===== src/rtl/dcache_pkg.sv =====
// Shared types, geometry and address-slicing helpers for the data cache.
package dcache_pkg;

   localparam int unsigned LINE_ADDR_LEN = 3;
   localparam int unsigned SET_ADDR_LEN  = 2;
   localparam int unsigned TAG_LEN       = 30 - LINE_ADDR_LEN - SET_ADDR_LEN;
   localparam int unsigned LINE_SIZE     = 1 << LINE_ADDR_LEN;
   localparam int unsigned SET_SIZE      = 1 << SET_ADDR_LEN;
   localparam int unsigned DATA_W        = 32;

   typedef logic [TAG_LEN-1:0]       tag_t;
   typedef logic [SET_ADDR_LEN-1:0]  set_t;
   typedef logic [LINE_ADDR_LEN-1:0] word_t;

   typedef enum logic [1:0] {IDLE, SWAP_OUT, SWAP_IN, SWAP_IN_OK} state_e;

   // Per-line bookkeeping written as one unit.
   typedef struct packed {
      tag_t tag;
      logic valid;
      logic dirty;
   } line_meta_t;

   function automatic tag_t get_tag(input logic [31:0] addr);
      return addr[31 -: TAG_LEN];
   endfunction

   function automatic set_t get_set(input logic [31:0] addr);
      return addr[2 + LINE_ADDR_LEN +: SET_ADDR_LEN];
   endfunction

   function automatic word_t get_word(input logic [31:0] addr);
      return addr[2 +: LINE_ADDR_LEN];
   endfunction

endpackage


===== src/rtl/data_cache_if.sv =====
// Pipeline-side request bus plus word-serial memory handshake of the data cache.
interface data_cache_if;
   logic        rd_req;
   logic        wr_req;
   logic [31:0] addr;
   logic [31:0] wr_data;
   logic [31:0] rd_data;
   logic        miss;
   logic        mem_req;
   logic        mem_we;
   logic [31:0] mem_addr;
   logic [31:0] mem_wdata;
   logic        mem_gnt;
   logic [31:0] mem_rdata;
   logic [31:0] miss_cnt;

   modport slave (
      input  rd_req, wr_req, addr, wr_data, mem_gnt, mem_rdata,
      output rd_data, miss, mem_req, mem_we, mem_addr, mem_wdata, miss_cnt
   );

   modport master (
      output rd_req, wr_req, addr, wr_data, mem_gnt, mem_rdata,
      input  rd_data, miss, mem_req, mem_we, mem_addr, mem_wdata, miss_cnt
   );
endinterface


===== src/rtl/dcache_line_array.sv =====
// Tag/valid/dirty/data storage: one combinational read port, one synchronous write port.
module dcache_line_array
   import dcache_pkg::*;
(
   input  logic              clk,
   input  logic              rst,
   input  set_t              set,
   input  word_t             rd_word,
   output line_meta_t        rd_meta,
   output logic [DATA_W-1:0] rd_data,
   input  logic              data_we,
   input  word_t             wr_word,
   input  logic [DATA_W-1:0] wr_data,
   input  logic              meta_we,
   input  line_meta_t        wr_meta
);

   logic [DATA_W-1:0]   data_q [SET_SIZE][LINE_SIZE];
   logic [DATA_W-1:0]   data_d [SET_SIZE][LINE_SIZE];
   tag_t                tag_q  [SET_SIZE];
   tag_t                tag_d  [SET_SIZE];
   logic [SET_SIZE-1:0] valid_q, valid_d;
   logic [SET_SIZE-1:0] dirty_q, dirty_d;

   assign rd_meta = '{tag: tag_q[set], valid: valid_q[set], dirty: dirty_q[set]};
   assign rd_data = data_q[set][rd_word];

   // Apply the single word write and/or metadata update to the addressed set.
   always_comb begin
      data_d  = data_q;
      tag_d   = tag_q;
      valid_d = valid_q;
      dirty_d = dirty_q;
      if (data_we) data_d[set][wr_word] = wr_data;
      if (meta_we) begin
         tag_d[set]   = wr_meta.tag;
         valid_d[set] = wr_meta.valid;
         dirty_d[set] = wr_meta.dirty;
      end
   end

   // Tag and data contents are meaningless until valid, so they carry no reset.
   always_ff @(posedge clk) begin
      data_q <= data_d;
      tag_q  <= tag_d;
   end

   // Valid/dirty flags clear on reset.
   always_ff @(posedge clk) begin
      if (rst) begin
         valid_q <= '0;
         dirty_q <= '0;
      end else begin
         valid_q <= valid_d;
         dirty_q <= dirty_d;
      end
   end

endmodule


===== src/rtl/data_cache.sv =====
// Direct-mapped write-back, write-allocate data cache with word-serial refill/writeback.
module data_cache
   import dcache_pkg::*;
(
   input  logic clk,
   input  logic rst,
   data_cache_if.slave bus
);

   state_e            state_q, state_d;
   word_t             cnt_q, cnt_d;
   logic [31:0]       miss_cnt_q, miss_cnt_d;

   tag_t              req_tag;
   set_t              req_set;
   word_t             req_word;
   logic              req, hit;
   line_meta_t        meta, wr_meta;
   logic [DATA_W-1:0] line_rdata, wr_data;
   word_t             rd_word, wr_word;
   logic              data_we, meta_we;

   assign req_tag  = get_tag(bus.addr);
   assign req_set  = get_set(bus.addr);
   assign req_word = get_word(bus.addr);
   assign req      = bus.rd_req | bus.wr_req;
   assign hit      = req && meta.valid && (meta.tag == req_tag);
   // Writeback streams the victim line out through the shared read port.
   assign rd_word      = (state_q == SWAP_OUT) ? cnt_q : req_word;
   assign bus.miss_cnt = miss_cnt_q;

   dcache_line_array u_lines (
      .clk     (clk),
      .rst     (rst),
      .set     (req_set),
      .rd_word (rd_word),
      .rd_meta (meta),
      .rd_data (line_rdata),
      .data_we (data_we),
      .wr_word (wr_word),
      .wr_data (wr_data),
      .meta_we (meta_we),
      .wr_meta (wr_meta)
   );

   // Next state, hit service and memory handshake.
   always_comb begin
      state_d       = state_q;
      cnt_d         = cnt_q;
      miss_cnt_d    = miss_cnt_q;
      data_we       = 1'b0;
      wr_word       = req_word;
      wr_data       = bus.wr_data;
      meta_we       = 1'b0;
      wr_meta       = meta;
      bus.rd_data   = '0;
      bus.miss      = 1'b0;
      bus.mem_req   = 1'b0;
      bus.mem_we    = 1'b0;
      bus.mem_addr  = '0;
      bus.mem_wdata = '0;
      unique case (state_q)
         IDLE: begin
            if (req && hit) begin
               if (bus.wr_req) begin
                  data_we       = 1'b1;
                  meta_we       = 1'b1;
                  wr_meta.dirty = 1'b1;
               end else begin
                  bus.rd_data = line_rdata;
               end
            end else if (req) begin
               // Invalidate up front so an abandoned refill never leaves a half line valid.
               bus.miss      = 1'b1;
               miss_cnt_d    = miss_cnt_q + 32'd1;
               cnt_d         = '0;
               meta_we       = 1'b1;
               wr_meta.valid = 1'b0;
               wr_meta.dirty = 1'b0;
               state_d       = (meta.valid && meta.dirty) ? SWAP_OUT : SWAP_IN;
            end
         end
         SWAP_OUT: begin
            bus.miss      = 1'b1;
            bus.mem_req   = 1'b1;
            bus.mem_we    = 1'b1;
            bus.mem_addr  = {meta.tag, req_set, cnt_q, 2'b00};
            bus.mem_wdata = line_rdata;
            if (bus.mem_gnt) begin
               cnt_d = cnt_q + LINE_ADDR_LEN'(1);
               if (&cnt_q) state_d = SWAP_IN;
            end
         end
         SWAP_IN: begin
            bus.miss     = 1'b1;
            bus.mem_req  = 1'b1;
            bus.mem_addr = {req_tag, req_set, cnt_q, 2'b00};
            if (bus.mem_gnt) begin
               data_we = 1'b1;
               wr_word = cnt_q;
               wr_data = bus.mem_rdata;
               cnt_d   = cnt_q + LINE_ADDR_LEN'(1);
               if (&cnt_q) state_d = SWAP_IN_OK;
            end
         end
         SWAP_IN_OK: begin
            bus.miss = 1'b1;
            meta_we  = 1'b1;
            wr_meta  = '{tag: req_tag, valid: 1'b1, dirty: 1'b0};
            state_d  = IDLE;
         end
         default: state_d = IDLE;
      endcase
   end

   // State, word counter and miss counter registers.
   always_ff @(posedge clk) begin
      if (rst) begin
         state_q    <= IDLE;
         cnt_q      <= '0;
         miss_cnt_q <= '0;
      end else begin
         state_q    <= state_d;
         cnt_q      <= cnt_d;
         miss_cnt_q <= miss_cnt_d;
      end
   end

endmodule


===== src/flat_wrapper.sv =====
// flat-port wrapper written by rule: the top's interface ports become plain ports
module data_cache_flat import dcache_pkg::*;
  (clk, rst, bus_rd_req, bus_wr_req, bus_addr, bus_wr_data, bus_mem_gnt, bus_mem_rdata, bus_rd_data, bus_miss, bus_mem_req, bus_mem_we, bus_mem_addr, bus_mem_wdata, bus_miss_cnt);
  data_cache_if bus_i ();
  input  logic clk;
  input  logic rst;
  input wire logic [$bits(bus_i.rd_req)-1:0] bus_rd_req;
  input wire logic [$bits(bus_i.wr_req)-1:0] bus_wr_req;
  input wire logic [$bits(bus_i.addr)-1:0] bus_addr;
  input wire logic [$bits(bus_i.wr_data)-1:0] bus_wr_data;
  input wire logic [$bits(bus_i.mem_gnt)-1:0] bus_mem_gnt;
  input wire logic [$bits(bus_i.mem_rdata)-1:0] bus_mem_rdata;
  output wire logic [$bits(bus_i.rd_data)-1:0] bus_rd_data;
  output wire logic [$bits(bus_i.miss)-1:0] bus_miss;
  output wire logic [$bits(bus_i.mem_req)-1:0] bus_mem_req;
  output wire logic [$bits(bus_i.mem_we)-1:0] bus_mem_we;
  output wire logic [$bits(bus_i.mem_addr)-1:0] bus_mem_addr;
  output wire logic [$bits(bus_i.mem_wdata)-1:0] bus_mem_wdata;
  output wire logic [$bits(bus_i.miss_cnt)-1:0] bus_miss_cnt;
  assign bus_i.rd_req = bus_rd_req;
  assign bus_i.wr_req = bus_wr_req;
  assign bus_i.addr = bus_addr;
  assign bus_i.wr_data = bus_wr_data;
  assign bus_i.mem_gnt = bus_mem_gnt;
  assign bus_i.mem_rdata = bus_mem_rdata;
  assign bus_rd_data = bus_i.rd_data;
  assign bus_miss = bus_i.miss;
  assign bus_mem_req = bus_i.mem_req;
  assign bus_mem_we = bus_i.mem_we;
  assign bus_mem_addr = bus_i.mem_addr;
  assign bus_mem_wdata = bus_i.mem_wdata;
  assign bus_miss_cnt = bus_i.miss_cnt;
  data_cache u_core (.clk(clk), .rst(rst), .bus(bus_i));
endmodule

===== config.mk =====
export PLATFORM = sky130hd
export DESIGN_NAME = data_cache_flat
export DESIGN_NICKNAME = d
export VERILOG_FILES = /design/src/rtl/dcache_pkg.sv /design/src/rtl/data_cache_if.sv /design/src/rtl/dcache_line_array.sv /design/src/rtl/data_cache.sv /design/src/flat_wrapper.sv
export SDC_FILE = /design/constraint.sdc
export NUM_CORES = 1
export LEC_CHECK = 0
export BUFFER_PORTS_ARGS = -buffer_cell sky130_fd_sc_hd__buf_2
export CAP_MARGIN = 10
export CORE_AREA = 10 10 348 484
export CTS_BUF_LIST = sky130_fd_sc_hd__clkbuf_16
export DETAILED_ROUTE_END_ITERATION = 6
export DIE_AREA = 0 0 358 494
export PLACE_DENSITY = 0.54
export SLEW_MARGIN = 20
export SYNTH_ARGS = -nofsm -noshare
export SYNTH_HDL_FRONTEND = slang
export SYNTH_SLANG_ARGS = --single-unit

===== constraint.sdc =====
create_clock -name clk -period 8.55 [get_ports clk]
set_input_delay 2.1375 -clock clk [delete_from_list [all_inputs] [get_ports clk]]
set_output_delay 2.1375 -clock clk [all_outputs]
set_load 0.1 [all_outputs]

Word level (Yosys, flattened, before mapping)
Index checks and enable logic that the tools add are counted.
{"block": "word_totals", "regBits": 1169, "inputBits": 101, "out_inout_bits": 131, "word_cells": 145}
{"block": "classes", "addsub": 2, "order_cmp": 7, "eq_ne": 11, "n_mux": 64, "n_bitwise": 5, "reduce_logical": 15}
{"cell": "bitwise mux 1024 bit", "count": 1}
{"cell": "2-to-1 mux 256 bit", "count": 3}
{"cell": "binary-select mux 256 bit (select 2 bit)", "count": 1}
{"cell": "demux 256 bit (select 2 bit)", "count": 1}
{"cell": "2-to-1 mux 32 bit", "count": 9}
{"cell": "bitwise mux 100 bit", "count": 1}
{"cell": "2-to-1 mux 25 bit", "count": 4}
{"cell": "binary-select mux 32 bit (select 3 bit)", "count": 1}
{"cell": "demux 32 bit (select 3 bit)", "count": 1}
{"cell": "one-hot mux 32 bit (2 select lines)", "count": 1}
{"cell": "binary-select mux 25 bit (select 2 bit)", "count": 1}
{"cell": "demux 25 bit (select 2 bit)", "count": 1}
{"cell": "adder 32 x 1 -> 32 bit (second input constant)", "count": 1}
{"cell": "equality test 25 bit", "count": 1}
{"cell": "2-to-1 mux 3 bit", "count": 6}
{"cell": "2-to-1 mux 2 bit", "count": 8}
{"cell": "2-to-1 mux 1 bit", "count": 14}
{"cell": "bitwise mux 4 bit", "count": 2}
{"cell": "greater-or-equal comparator 4 bit (second input constant)", "count": 2}
{"cell": "inequality test 2 bit (second input constant)", "count": 4}
{"cell": "inverter 3 -> 4 bit", "count": 2}
{"cell": "one-hot mux 2 bit (4 select lines)", "count": 1}
{"cell": "logical AND 1 bit", "count": 7}
{"cell": "inequality test 2 x 1 -> 1 bit (second input constant)", "count": 3}
{"cell": "23 further kinds", "count": 28}

Depth between registers and ports, before layout
{"block": "logic_depth", "ltp_word": 10, "ltp_mapped": 13, "ltp_nobuf": 8}

Hierarchy
From an unflattened synthesis, not the netlist that was laid out.
{"block": "unflattened", "hier_cells": 2277, "area_unflattened_um2": 46922.5}
{"module": "dcache_line_array", "n_inst": 1, "cells_per_inst": 1775, "area_each_um2": 42892.4, "seq_area_each_um2": 33912.5}
{"module": "data_cache", "n_inst": 1, "cells_per_inst": 502, "area_each_um2": 4030.1, "seq_area_each_um2": 740.7}

Worst setup path before layout
Ideal clock, no wire load.
{"block": "synth_path", "path_type": "input -> output", "startpoint": "in bus_addr[5]", "endpoint": "out bus_mem_addr[13]", "arrival_time_ns": 5.493, "t_required_ns": 6.412, "path_slack_ns": 0.920, "stages": 12, "n_path_buf": 8, "path_cell_list": "buf_6 > buf_4 > buf_4 > buf_2 > buf_2 > buf_2 > buf_2 > clkbuf_1 > nor2_1 > a21oi_1 > a22oi_1 > nor2b_1"}
{"block": "synth_via", "elab_chain_cells": 5}
{"item": "from (decl)", "line_no": "flat_wrapper.sv:9", "text": "input wire logic [$bits(bus_i.addr)-1:0] bus_addr;"}
{"item": "inverter 2 -> 3 bit (implied by the code)", "line_no": "dcache_line_array.sv:25", "text": "assign rd_meta = '{tag: tag_q[set], valid: valid_q[set], dirty: dirty_q[set]};"}
{"item": "binary-select mux 25 bit (select 2 bit)", "line_no": "dcache_line_array.sv:25"}
{"item": "2-to-1 mux 25 bit (implied by the code) (2 in series)", "line_no": "dcache_line_array.sv:25"}
{"item": "one-hot mux 32 bit (2 select lines)", "line_no": "data_cache.sv:62", "text": "unique case (state_q)"}
{"item": "to (decl)", "line_no": "flat_wrapper.sv:17", "text": "output wire logic [$bits(bus_i.mem_addr)-1:0] bus_mem_addr;"}
No other way between the ends. The select of a mux whose other input is x is not followed.

Worst setup path after layout
{"block": "layout_path", "startpoint": "in bus_addr[6]", "endpoint": "out bus_rd_data[7]"}
{"block": "layout_via", "elab_chain_cells": 10, "elab_cells_between_ends": 19, "cone_classes": "1 x eq/ne; 14 x mux; 1 x bitwise; 3 x reduce/logical"}
{"item": "inverter 2 -> 3 bit (implied by the code)", "line_no": "dcache_line_array.sv:25, dcache_line_array.sv:26"}
{"item": "binary-select mux 256 bit (select 2 bit)", "line_no": "dcache_line_array.sv:26", "text": "assign rd_data = data_q[set][rd_word];"}
{"item": "2-to-1 mux 256 bit (implied by the code) (2 in series)", "line_no": "dcache_line_array.sv:26"}
{"item": "binary-select mux 32 bit (select 3 bit)", "line_no": "dcache_line_array.sv:26"}
{"item": "2-to-1 mux 32 bit (implied by the code) (2 in series)", "line_no": "dcache_line_array.sv:26"}
{"item": "2-to-1 mux 32 bit", "line_no": "data_cache.sv:65", "text": "if (bus.wr_req) begin"}
{"item": "2-to-1 mux 32 bit *", "line_no": "data_cache.sv:64", "text": "if (req && hit) begin"}
{"item": "2-to-1 mux 32 bit *", "line_no": "data_cache.sv:62"}
{"item": "to (decl)", "line_no": "flat_wrapper.sv:13", "text": "output wire logic [$bits(bus_i.rd_data)-1:0] bus_rd_data;"}
Mark *: on every way between the ends. The rest lies on a longest branch, timed or not. The select of a mux whose other input is x is not followed.

==> impl_metrics.ini <==
[clock_network]
cts_buffer_depth = 3
clk_pin_slew_ps = 60
numCtsBuffers = 110
cts.repair.resized = 0
worstSkewPairLatency_ps = 730
cts_tree = yes
ctsRootBufferMaster = clkbuf_16
htree_levels = 3
cts_hold_buf = 0
cts.sink_count = 1169
cts_setup_buffers = 0

[yosys]
synth_edf_count = 1124
synth-async-reset-ratio_pct = 0
synth_cells = 2602
ys_seq_elements = 1169
synth_cell_types = 61
syn_avg_cell_area_um2 = 18.2
yosysWarnings = 0
yosysSeqAreaShare_pct = 73.1
synth-main-ff-cell = edfxtp_1
synth_area_um2 = 47400

[timing]
hold_violations = 0
fin_crit_sh_pct = 92.8
tightest_slew_ps = 1140
slew_violations = 0
finalSetupViolCount = 0
fin_tns_setup_ps = 0
period_needed_ps = 7930
fmax_mhz = 126
maxSlewHeadroom_pct = 24.1
fin_worst_skew_ps = 38.5
rsz0062_at_grt = no

[die]
core_um2 = 159000
rows = 173
start_util_pct = 29.8
ioPinCount = 232
die_area_um2 = 177000
die_h_um = 494
die_w_um = 358

[placed_design]
dp_hpwl_mm = 74.1
place.gp.congestion = 0.765
port_buffers = 227

[drt]
initialDrtViolationCount = 2124
wl_per_cell_um = 24.8
drc = 0
drt-total-wl_mm = 126
vias_per_cell = 5.00
postRouteAntennaNets = 0
drtPass1Iterations = 5
num_vias = 25400

[cells_and_area]
fin_util_pct = 35.0
nets = 2994
drive_gt1_share_pct = 29.5
fill_cells = 15000
area.growth.synth_to_final_pct = 17.4

[global_routing]
grt_max_degree = 102
grtUsageMet2_pct = 23.2
grt-ovfl-total = 0
antenna_found_initial = 5
grt_most_used_layer = met2
grt_util_met3_pct = 2.80
grt_pass1_vias = 26300
grt_usage_pct = 13.9
grt_pass1_wl_mm = 183
use_met1_pct = 18.3

[critical_path]
crit_type = input port to output port
cp.arrival_ps = 5790
worstPathRequired_ps = 6410
worstSetupStartpointType = input port
path_max_fanout = 39
cp-end-kind = output port

[hold_path]
hold_path_class = register to register

[power_and_ir_drop]
power.total_uw = 13900
p_leak_uw = 0.0179
peakVddDrop_uv = 166
power.density_nw_per_um2 = 250

[status]
status = completed

[job]
drv_cap = 0
[power breakdown]
| part | total [µW] | leakage [µW] | internal, µW | switching, µW |
|---|---|---|---|---|
| Sequential | 6670 | 0.0105 | 6630 | 41.2 |
| Combinational | 2390 | 0.00564 | 629 | 1770 |
| Clock | 4870 | 0.00181 | 2730 | 2140 |
[metrics by stage]
step | worst slack (ps) | area [µm²] | hold slack (ps) | instances
after floorplan | 920 | 47400 | 451 | 2603
after global routing | 498 | 55600 | 502 | 5077
after global placement | 672 | 52100 | 466 | 4871
final | 618 | 55700 | 485 | 5079
after detailed placement | 621 | 52100 | 469 | 4873
after CTS | 619 | 55600 | 477 | 5076
[worst max-delay path, cell delays in order]
cell and delay [ps]:
buf_8 300, mux2_2 410, xor2_1 150, a2111oi_0 690, a21oi_1 250, nor3_1 220
nand4_1 190, or3_2 460, buf_4 270, nor2_1 160, buf_2 440
[placed cells by master, fill, tap and decap left out, types with 34 or more instances in the layout]
cell type  instances
mux4_2           270
inv_1             38
buf_4             87
nand2_1          290
clkbuf_16        112
a21oi_1           46
mux2_2            65
nor2_1            56
and3_1            34
dfxtp_1           45
buf_2            203
nand3_1           84
edfxtp_1        1124
nor2b_1           58
[flip-flops by register name, summed over array words and instances, names as in the netlist]
name,count
u_core.bus.miss_cnt,32
u_core.cnt_q,3
u_core.state_q,2
u_core.u_lines.data_q,1024
u_core.u_lines.dirty_q,4
u_core.u_lines.tag_q,100
u_core.u_lines.valid_q,4
[metal layers]
layer | share of wire [%] | routed length [µm]
met5 | 0.021 | 27
met4 | 2.2 | 2740
met3 | 6.9 | 8720
met2 | 49 | 61600
met1 | 42 | 52700
[cells in the mapped netlist (33+ instances only)]
| cell | n | area, µm² |
|---|---|---|
| a21oi_1 | 46 | 230 |
| mux2_2 | 67 | 754 |
| clkbuf_1 | 100 | 375 |
| and3_1 | 34 | 213 |
| nor2b_1 | 58 | 363 |
| nand3_1 | 84 | 420 |
| mux2i_1 | 33 | 330 |
| nor2_1 | 88 | 330 |
| mux4_2 | 270 | 6080 |
| nand2_1 | 291 | 1090 |
| dfxtp_1 | 45 | 901 |
| edfxtp_1 | 1124 | 33800 |
[kinds of logic after synthesis]
| family | Yosys count | share of synthesized area [%] |
|---|---|---|
| other | 1 | 0.00791 |
| AOI/OAI and AO/OA | 209 | 3.16 |
| and+or+nand+nor | 645 | 6.41 |
| muxes | 370 | 15.1 |
| buffers and inverters | 176 | 1.58 |
| DFF | 1169 | 73.1 |
| adders and majority gates | 8 | 0.211 |
| xor gates and xnor gates | 24 | 0.443 |
[path summary, 6_finish.rpt]
check                                              start                                     end  slack, ps  depth (start not counted)
hold / removal    u_core.u_lines.dirty_q[2]$_SDFFE_PP0P_  u_core.u_lines.dirty_q[2]$_SDFFE_PP0P_        490                          2
setup reg to reg      u_core.u_lines.tag_q[76]$_DFFE_PP_    u_core.u_lines.data_q[902]$_DFFE_PP_       3690                         10
hold reg to reg   u_core.u_lines.dirty_q[2]$_SDFFE_PP0P_  u_core.u_lines.dirty_q[2]$_SDFFE_PP0P_        490                          2
setup / recovery                             bus_addr[6]                          bus_rd_data[7]        620                         11
[area by class of cell]
cell class	count	area (µm²)	share of cell area (%)
clock inverter	91	753	1.35
timing repair buffer	327	2390	4.29
inverter	19	71.3	0.128
clock buffer	112	2800	5.04
antenna	3	7.51	0.0135
multi-input combinational	1258	12300	22.2
sequential	1169	34700	62.3
tap	2100	2630	4.72
(Power assumes the default switching activity.)
